$ cat src/rtl/des_pkg.sv
`default_nettype none
// ============================================================================
// Module : des_pkg
// Brief  : Shared DES constants, permutation/S-box tables and FSM encoding.
// Rev    : 1.0  initial release
// ============================================================================
package des_pkg;

    localparam int c_block_w = 64;
    localparam int c_half_w  = 32;
    localparam int c_key_w   = 48;

    typedef enum logic [1:0] {
        ST_IDLE   = 2'd0,
        ST_ROUND  = 2'd1,
        ST_FINISH = 2'd2
    } des_state_t;

    // Table entries use DES bit numbering: bit 1 is the MSB of the vector.
    localparam int c_ip [64] = '{
        58, 50, 42, 34, 26, 18, 10, 2, 60, 52, 44, 36, 28, 20, 12, 4,
        62, 54, 46, 38, 30, 22, 14, 6, 64, 56, 48, 40, 32, 24, 16, 8,
        57, 49, 41, 33, 25, 17,  9, 1, 59, 51, 43, 35, 27, 19, 11, 3,
        61, 53, 45, 37, 29, 21, 13, 5, 63, 55, 47, 39, 31, 23, 15, 7};

    localparam int c_fp [64] = '{
        40, 8, 48, 16, 56, 24, 64, 32, 39, 7, 47, 15, 55, 23, 63, 31,
        38, 6, 46, 14, 54, 22, 62, 30, 37, 5, 45, 13, 53, 21, 61, 29,
        36, 4, 44, 12, 52, 20, 60, 28, 35, 3, 43, 11, 51, 19, 59, 27,
        34, 2, 42, 10, 50, 18, 58, 26, 33, 1, 41,  9, 49, 17, 57, 25};

    localparam int c_e [48] = '{
        32,  1,  2,  3,  4,  5,  4,  5,  6,  7,  8,  9,
         8,  9, 10, 11, 12, 13, 12, 13, 14, 15, 16, 17,
        16, 17, 18, 19, 20, 21, 20, 21, 22, 23, 24, 25,
        24, 25, 26, 27, 28, 29, 28, 29, 30, 31, 32,  1};

    localparam int c_p [32] = '{
        16,  7, 20, 21, 29, 12, 28, 17,  1, 15, 23, 26,  5, 18, 31, 10,
         2,  8, 24, 14, 32, 27,  3,  9, 19, 13, 30,  6, 22, 11,  4, 25};

    // Indexed by {row, col} = {b1, b6, b2..b5} of the 6-bit input.
    localparam int c_sbox [8][64] = '{
        '{14, 4,13, 1, 2,15,11, 8, 3,10, 6,12, 5, 9, 0, 7,  0,15, 7, 4,14, 2,13, 1,10, 6,12,11, 9, 5, 3, 8,
           4, 1,14, 8,13, 6, 2,11,15,12, 9, 7, 3,10, 5, 0, 15,12, 8, 2, 4, 9, 1, 7, 5,11, 3,14,10, 0, 6,13},
        '{15, 1, 8,14, 6,11, 3, 4, 9, 7, 2,13,12, 0, 5,10,  3,13, 4, 7,15, 2, 8,14,12, 0, 1,10, 6, 9,11, 5,
           0,14, 7,11,10, 4,13, 1, 5, 8,12, 6, 9, 3, 2,15, 13, 8,10, 1, 3,15, 4, 2,11, 6, 7,12, 0, 5,14, 9},
        '{10, 0, 9,14, 6, 3,15, 5, 1,13,12, 7,11, 4, 2, 8, 13, 7, 0, 9, 3, 4, 6,10, 2, 8, 5,14,12,11,15, 1,
          13, 6, 4, 9, 8,15, 3, 0,11, 1, 2,12, 5,10,14, 7,  1,10,13, 0, 6, 9, 8, 7, 4,15,14, 3,11, 5, 2,12},
        '{ 7,13,14, 3, 0, 6, 9,10, 1, 2, 8, 5,11,12, 4,15, 13, 8,11, 5, 6,15, 0, 3, 4, 7, 2,12, 1,10,14, 9,
          10, 6, 9, 0,12,11, 7,13,15, 1, 3,14, 5, 2, 8, 4,  3,15, 0, 6,10, 1,13, 8, 9, 4, 5,11,12, 7, 2,14},
        '{ 2,12, 4, 1, 7,10,11, 6, 8, 5, 3,15,13, 0,14, 9, 14,11, 2,12, 4, 7,13, 1, 5, 0,15,10, 3, 9, 8, 6,
           4, 2, 1,11,10,13, 7, 8,15, 9,12, 5, 6, 3, 0,14, 11, 8,12, 7, 1,14, 2,13, 6,15, 0, 9,10, 4, 5, 3},
        '{12, 1,10,15, 9, 2, 6, 8, 0,13, 3, 4,14, 7, 5,11, 10,15, 4, 2, 7,12, 9, 5, 6, 1,13,14, 0,11, 3, 8,
           9,14,15, 5, 2, 8,12, 3, 7, 0, 4,10, 1,13,11, 6,  4, 3, 2,12, 9, 5,15,10,11,14, 1, 7, 6, 0, 8,13},
        '{ 4,11, 2,14,15, 0, 8,13, 3,12, 9, 7, 5,10, 6, 1, 13, 0,11, 7, 4, 9, 1,10,14, 3, 5,12, 2,15, 8, 6,
           1, 4,11,13,12, 3, 7,14,10,15, 6, 8, 0, 5, 9, 2,  6,11,13, 8, 1, 4,10, 7, 9, 5, 0,15,14, 2, 3,12},
        '{13, 2, 8, 4, 6,15,11, 1,10, 9, 3,14, 5, 0,12, 7,  1,15,13, 8,10, 3, 7, 4,12, 5, 6,11, 0,14, 9, 2,
           7,11, 4, 1, 9,12,14, 2, 0, 6,10,13,15, 3, 5, 8,  2, 1,14, 7, 4,10, 8,13,15,12, 9, 0, 3, 5, 6,11}};

    function automatic logic [63:0] des_ip(input logic [63:0] d);
        logic [63:0] o;
        o = '0;
        for (int i = 0; i < 64; i++) o[6'(63 - i)] = d[6'(64 - c_ip[6'(i)])];
        return o;
    endfunction

    function automatic logic [63:0] des_fp(input logic [63:0] d);
        logic [63:0] o;
        o = '0;
        for (int i = 0; i < 64; i++) o[6'(63 - i)] = d[6'(64 - c_fp[6'(i)])];
        return o;
    endfunction

    function automatic logic [47:0] des_e(input logic [31:0] r);
        logic [47:0] o;
        o = '0;
        for (int i = 0; i < 48; i++) o[6'(47 - i)] = r[5'(32 - c_e[6'(i)])];
        return o;
    endfunction

    function automatic logic [31:0] des_p(input logic [31:0] s);
        logic [31:0] o;
        o = '0;
        for (int i = 0; i < 32; i++) o[5'(31 - i)] = s[5'(32 - c_p[5'(i)])];
        return o;
    endfunction

    function automatic logic [3:0] des_sbox(input logic [2:0] n, input logic [5:0] b);
        return 4'(c_sbox[n][{b[5], b[0], b[4:1]}]);
    endfunction

endpackage
`default_nettype wire

$ cat src/rtl/des_f.sv
`default_nettype none
// ============================================================================
// Module : des_f
// Brief  : Combinational DES round function F = P(S(E(R) ^ K)).
// Rev    : 1.0  initial release
// ============================================================================
module des_f
    import des_pkg::*;
(
    input  logic [32:1] r,
    input  logic [48:1] k,
    output logic [32:1] f
);

    logic [c_key_w-1:0]  w_x;
    logic [c_half_w-1:0] w_s;

    assign w_x = des_e(r) ^ k;

    generate
        for (genvar g = 0; g < 8; g++) begin : g_sbox
            assign w_s[31-4*g -: 4] = des_sbox(3'(g), w_x[47-6*g -: 6]);
        end
    endgenerate

    assign f = des_p(w_s);

endmodule
`default_nettype wire

$ cat src/rtl/des_round_engine.sv
`default_nettype none
// ============================================================================
// Module : des_round_engine
// Brief  : Iterative DES encrypt/decrypt, one Feistel round per clock.
// Rev    : 1.0  initial release
// ============================================================================
module des_round_engine
    import des_pkg::*;
#(
    parameter int NUM_ROUNDS = 16,
    parameter int CNT_W      = 4
) (
    input  logic        clk,
    input  logic        reset,
    input  logic        start,
    input  logic        decrypt,
    input  logic [64:1] data_in,
    input  logic [48:1] key1,
    input  logic [48:1] key2,
    input  logic [48:1] key3,
    input  logic [48:1] key4,
    input  logic [48:1] key5,
    input  logic [48:1] key6,
    input  logic [48:1] key7,
    input  logic [48:1] key8,
    input  logic [48:1] key9,
    input  logic [48:1] key10,
    input  logic [48:1] key11,
    input  logic [48:1] key12,
    input  logic [48:1] key13,
    input  logic [48:1] key14,
    input  logic [48:1] key15,
    input  logic [48:1] key16,
    output logic [64:1] data_out,
    output logic        busy,
    output logic        done
);

    des_state_t           r_state;
    logic [CNT_W-1:0]     r_cnt;
    logic [c_half_w-1:0]  r_l;
    logic [c_half_w-1:0]  r_r;
    logic                 r_decrypt;
    logic                 r_busy;
    logic                 r_done;
    logic [c_block_w-1:0] r_dout;

    logic [c_block_w-1:0] w_ip;
    logic [c_block_w-1:0] w_fp;
    logic [c_half_w-1:0]  w_f;
    logic [c_key_w-1:0]   w_keys [NUM_ROUNDS];
    logic [c_key_w-1:0]   w_key;
    logic [CNT_W-1:0]     w_kidx;

    assign w_keys = '{key1, key2, key3, key4, key5, key6, key7, key8,
                      key9, key10, key11, key12, key13, key14, key15, key16};

    // Decryption walks the same schedule backwards.
    assign w_kidx = r_decrypt ? (CNT_W'(NUM_ROUNDS - 1) - r_cnt) : r_cnt;
    assign w_key  = w_keys[w_kidx];

    assign w_ip = des_ip(data_in);
    assign w_fp = des_fp({r_r, r_l});

    des_f u_f (
        .r (r_r),
        .k (w_key),
        .f (w_f)
    );

    always_ff @(posedge clk or posedge reset) begin
        if (reset) begin
            r_state   <= ST_IDLE;
            r_cnt     <= '0;
            r_l       <= '0;
            r_r       <= '0;
            r_decrypt <= 1'b0;
            r_busy    <= 1'b0;
            r_done    <= 1'b0;
            r_dout    <= '0;
        end else begin
            r_done <= 1'b0;
            case (r_state)
                ST_IDLE: begin
                    if (start) begin
                        r_l       <= w_ip[63:32];
                        r_r       <= w_ip[31:0];
                        r_decrypt <= decrypt;
                        r_cnt     <= '0;
                        r_busy    <= 1'b1;
                        r_state   <= ST_ROUND;
                    end
                end
                ST_ROUND: begin
                    r_l   <= r_r;
                    r_r   <= r_l ^ w_f;
                    r_cnt <= r_cnt + 1'b1;
                    if (r_cnt == CNT_W'(NUM_ROUNDS - 1)) begin
                        r_state <= ST_FINISH;
                    end
                end
                ST_FINISH: begin
                    r_dout  <= w_fp;
                    r_done  <= 1'b1;
                    r_busy  <= 1'b0;
                    r_state <= ST_IDLE;
                end
                default: r_state <= ST_IDLE;
            endcase
        end
    end

    assign data_out = r_dout;
    assign busy     = r_busy;
    assign done     = r_done;

endmodule
`default_nettype wire

$ cat config.mk
export PLATFORM = sky130hd
export DESIGN_NAME = des_round_engine
export DESIGN_NICKNAME = d
export VERILOG_FILES = /design/src/rtl/des_pkg.sv /design/src/rtl/des_f.sv /design/src/rtl/des_round_engine.sv
export SDC_FILE = /design/constraint.sdc
export NUM_CORES = 1
export LEC_CHECK = 0
export BUFFER_PORTS_ARGS = -buffer_cell sky130_fd_sc_hd__clkbuf_2
export CORE_AREA = 2 2 346 348
export CTS_BUF_LIST = sky130_fd_sc_hd__clkbuf_4
export DETAILED_ROUTE_END_ITERATION = 16
export DIE_AREA = 0 0 348 350
export MAX_ROUTING_LAYER = met4
export SLEW_MARGIN = 20
export SYNTH_ARGS = -nofsm -noshare
export SYNTH_HDL_FRONTEND = slang
export SYNTH_HIERARCHICAL = 1
export SYNTH_SLANG_ARGS = --single-unit
$ cat constraint.sdc
create_clock -name clk -period 2.3 [get_ports clk]
set_clock_uncertainty 0.1 [all_clocks]
set_input_delay 0.115 -clock clk [delete_from_list [all_inputs] [get_ports clk]]
set_output_delay 0.115 -clock clk [all_outputs]
set_load 0.02 [all_outputs]
==> results.sh <==
export IMPL_io_buffer_count=4
export IMPL_ys_seq_area_share_pct=24.35
export IMPL_rows=126
export IMPL_irDropWorstVdd_mv=0.2385
export IMPL_required_ps=2360
export IMPL_proportion_of_netlist_area_held_by_the_largest_area_contributor_pct=58.45
export IMPL_cp_data_arrival_time_ps=1250
export IMPL_ioPinCount=902
export IMPL_cts_sink_count=8
export IMPL_maximum_level_of_the_cts_h_tree=1
export IMPL_worst_hold_path_num_cells=3
export IMPL_multi_input_comb_area_um2=366.6
export IMPL_grt_first_pass_wirelength_um=1752
export IMPL_root_buffer="sky130_fd_sc_hd__clkbuf_4"
export IMPL_flip_flop_cell_with_the_highest_count_after_synthesis="sky130_fd_sc_hd__dfrtp_1"
export IMPL_post_cts_setup_buffers=0
export IMPL_power_density_nw_per_um2=244.8
export IMPL_horizontal_die_dimension_um=348
export IMPL_grt_max_degree=9
export IMPL_clock_latency_ps=260
export IMPL_post_route_cells_drive_above_1_share_pct=8.654
export IMPL_coreArea_um2=117800
export IMPL_ys_async_sr_fraction_pct=100.0
export IMPL_period_share_pct=51.84
export IMPL_synth_edff_count=0
export IMPL_r2r_worst_path_cells=3
export IMPL_top_area_cells_in_the_synthesized_netlist="sky130_fd_sc_hd__buf_4 58%, sky130_fd_sc_hd__dfrtp_1 24%, sky130_fd_sc_hd__nand3_1 1.8%, sky130_fd_sc_hd__o21ai_0 1.8%, sky130_fd_sc_hd__nand2_1 1.8%"
export IMPL_starting_density_of_the_core_pct=0.6980
export IMPL_die_footprint_um2=121800
export IMPL_die_height_um=350
export IMPL_final_nets=943
export IMPL_place_detailed_hpwl_um=1269
export IMPL_max_freq_mhz=838.7
export IMPL_number_of_violations_reported_at_the_end_of_detailed_routing_iteration_0=6
export IMPL_grt_pass1_vias=256
export IMPL_grt_setup_unrepaired="no"
export IMPL_ctsLongestPathBuffers=2
export IMPL_final_hold_violation_count=0
export IMPL_drt_drc_violations_left=0
export IMPL_routed_via_density=0.2667
export IMPL_syn_instance_count=97
export IMPL_critPathCaptureType="flip-flop"
export IMPL_global_route_usage_total_pct=0.2201
export IMPL_timing_max_transition_violations_final=0
export IMPL_cts_inserted_buffers=3
export IMPL_netlist_top_cell_by_area="sky130_fd_sc_hd__buf_4"
export IMPL_path_clk_slew_ps=60
export IMPL_post_cts_resize_count=0
export IMPL_n_fill_cell=14000
export IMPL_min_path_type="in2reg"
export IMPL_numPlacedInstances=1636
export IMPL_leakage_nw=0.4034
export IMPL_firstDrtPassIters=3
export IMPL_areaGrowthSynthToFinish_pct=211.1
export IMPL_vias=438
export IMPL_hold_buffers=1
export IMPL_status="finished, final reports clean"
export IMPL_tritoncts="done"
export IMPL_grt_remaining_overflow=0
export IMPL_antenna_violating_nets_post_route=0
export IMPL_period_needed_ps=1192
export IMPL_yosys_cell_types_count=16
export IMPL_cap_violations=0
export IMPL_most_common_cell_in_the_netlist="sky130_fd_sc_hd__buf_4"
export IMPL_detail_route_wirelength_um=1434
export IMPL_fin_tns_setup_ps=0
export IMPL_stdcell_count=1642
export IMPL_antenna_found_initial=3
export IMPL_crit_type="reg2reg"
export IMPL_yosys_warnings=6
export IMPL_routedWlPerCell_um=0.8733
export IMPL_ys_ff_latch=8
export IMPL_routabilityCongestion=0.4985
export IMPL_syn_cell_area_um2=822.0
export IMPL_worstSetupStartpointType="flip-flop"
export IMPL_postSynthAreaPerCell_um2=8.475
export IMPL_seqCellArea_um2=200.2
export IMPL_critical_path_max_fanout=6
export IMPL_setup_viol=0
export IMPL_synth_common_cells="64 x sky130_fd_sc_hd__buf_4, 8 x sky130_fd_sc_hd__dfrtp_1, 4 x sky130_fd_sc_hd__nand2_1"
flip-flops by register name (all words and copies together), names as in the netlist:
name	flops
done	1
r_cnt	4
r_state	2
busy	1
metrics by stage:
step / hold slack, ps / instance area (um2) / power (mW) / worst slack, ps / utilization (%)
after global routing: 105.4 / 2557 / 0.6821 / 1001 / 2.172
final: 68.54 / 2557 / 0.6259 / 1108 / 2.172
after detailed placement: -18.52 / 2520 / 0.5111 / 1127 / 2.140
after CTS: 71.63 / 2552 / 0.6302 / 1104 / 2.167
after global placement: -27.46 / 2520 / 0.5087 / 1149 / 2.140
after floorplan: -169.3 / 1059 / 0.5501 / 1262 / -
area by class of cell:
cell class                 instances  area share, %
sequential                         8          7.828
clock buffer                       3         0.8806
timing repair buffer               5          1.174
inverter                           3         0.4403
antenna                            2         0.1957
multi-input combinational         85          14.33
tap                             1536          75.15
kinds of logic (layout without fill, tap and decap cells):
kind of cell / Yosys count / after routing / share of synthesized area (%)
buf+inv: 67 / 11 / 59.82
simple gates: 12 / 12 / 7.153
flops: 8 / 8 / 24.35
compound gates: 7 / 7 / 5.479
fa+ha+maj: 1 / 1 / 1.522
other cells: 1 / 66 / 0.4562
mux: 1 / 1 / 1.218
critical path: stages (launching register included):
cell,delay [ps]
sky130_fd_sc_hd__dfrtp_1,440
sky130_fd_sc_hd__o21bai_1,360
sky130_fd_sc_hd__nand2_1,100
sky130_fd_sc_hd__o311ai_1,90
per-layer routing:
layer / GRT usage (%) / share of wire (%)
met1: 0.2244 / 36
met2: 0.1426 / 18
met3: 0.4465 / 47
met4: 0 / 0
met5: - / 0
path summary, 6_finish.rpt:
check / startpoint / slack (ps) / to
hold reg to reg: busy$_DFFE_PP0P_ / 410 / busy$_DFFE_PP0P_
hold / removal: start / 70 / busy$_DFFE_PP0P_
min in group asynchronous: reset / 390 / r_cnt[1]$_DFFE_PP0P_
max in group asynchronous: reset / 1470 / r_state[1]$_DFFE_PP0P_
setup reg to reg: r_state[0]$_DFFE_PP0P_ / 1110 / r_cnt[3]$_DFFE_PP0P_
setup / recovery: r_state[0]$_DFFE_PP0P_ / 1110 / r_cnt[3]$_DFFE_PP0P_
cells in the final DEF, fill, tap and decap left out:
master / count
sky130_fd_sc_hd__a21oi_1: 1
sky130_fd_sc_hd__a41oi_1: 1
sky130_fd_sc_hd__and2b_2: 1
sky130_fd_sc_hd__clkbuf_2: 4
sky130_fd_sc_hd__clkbuf_4: 3
sky130_fd_sc_hd__conb_1: 64
sky130_fd_sc_hd__dfrtp_1: 8
sky130_fd_sc_hd__diode_2: 2
sky130_fd_sc_hd__dlygate4sd3_1: 1
sky130_fd_sc_hd__ha_1: 1
sky130_fd_sc_hd__inv_1: 3
sky130_fd_sc_hd__mux2i_1: 1
sky130_fd_sc_hd__nand2_1: 4
sky130_fd_sc_hd__nand2b_2: 1
sky130_fd_sc_hd__nand3_1: 3
sky130_fd_sc_hd__nor2_1: 3
sky130_fd_sc_hd__o21ai_0: 3
sky130_fd_sc_hd__o21bai_1: 1
sky130_fd_sc_hd__o311ai_1: 1
report_power, final:
part	internal [mW]	switching, mW	total, mW
logic	0.0735	0.185	0.259
clock network	0.0599	0.0501	0.110
registers	0.197	0.0598	0.257
total	0.331	0.295	0.626
(Power assumes the default switching activity.)
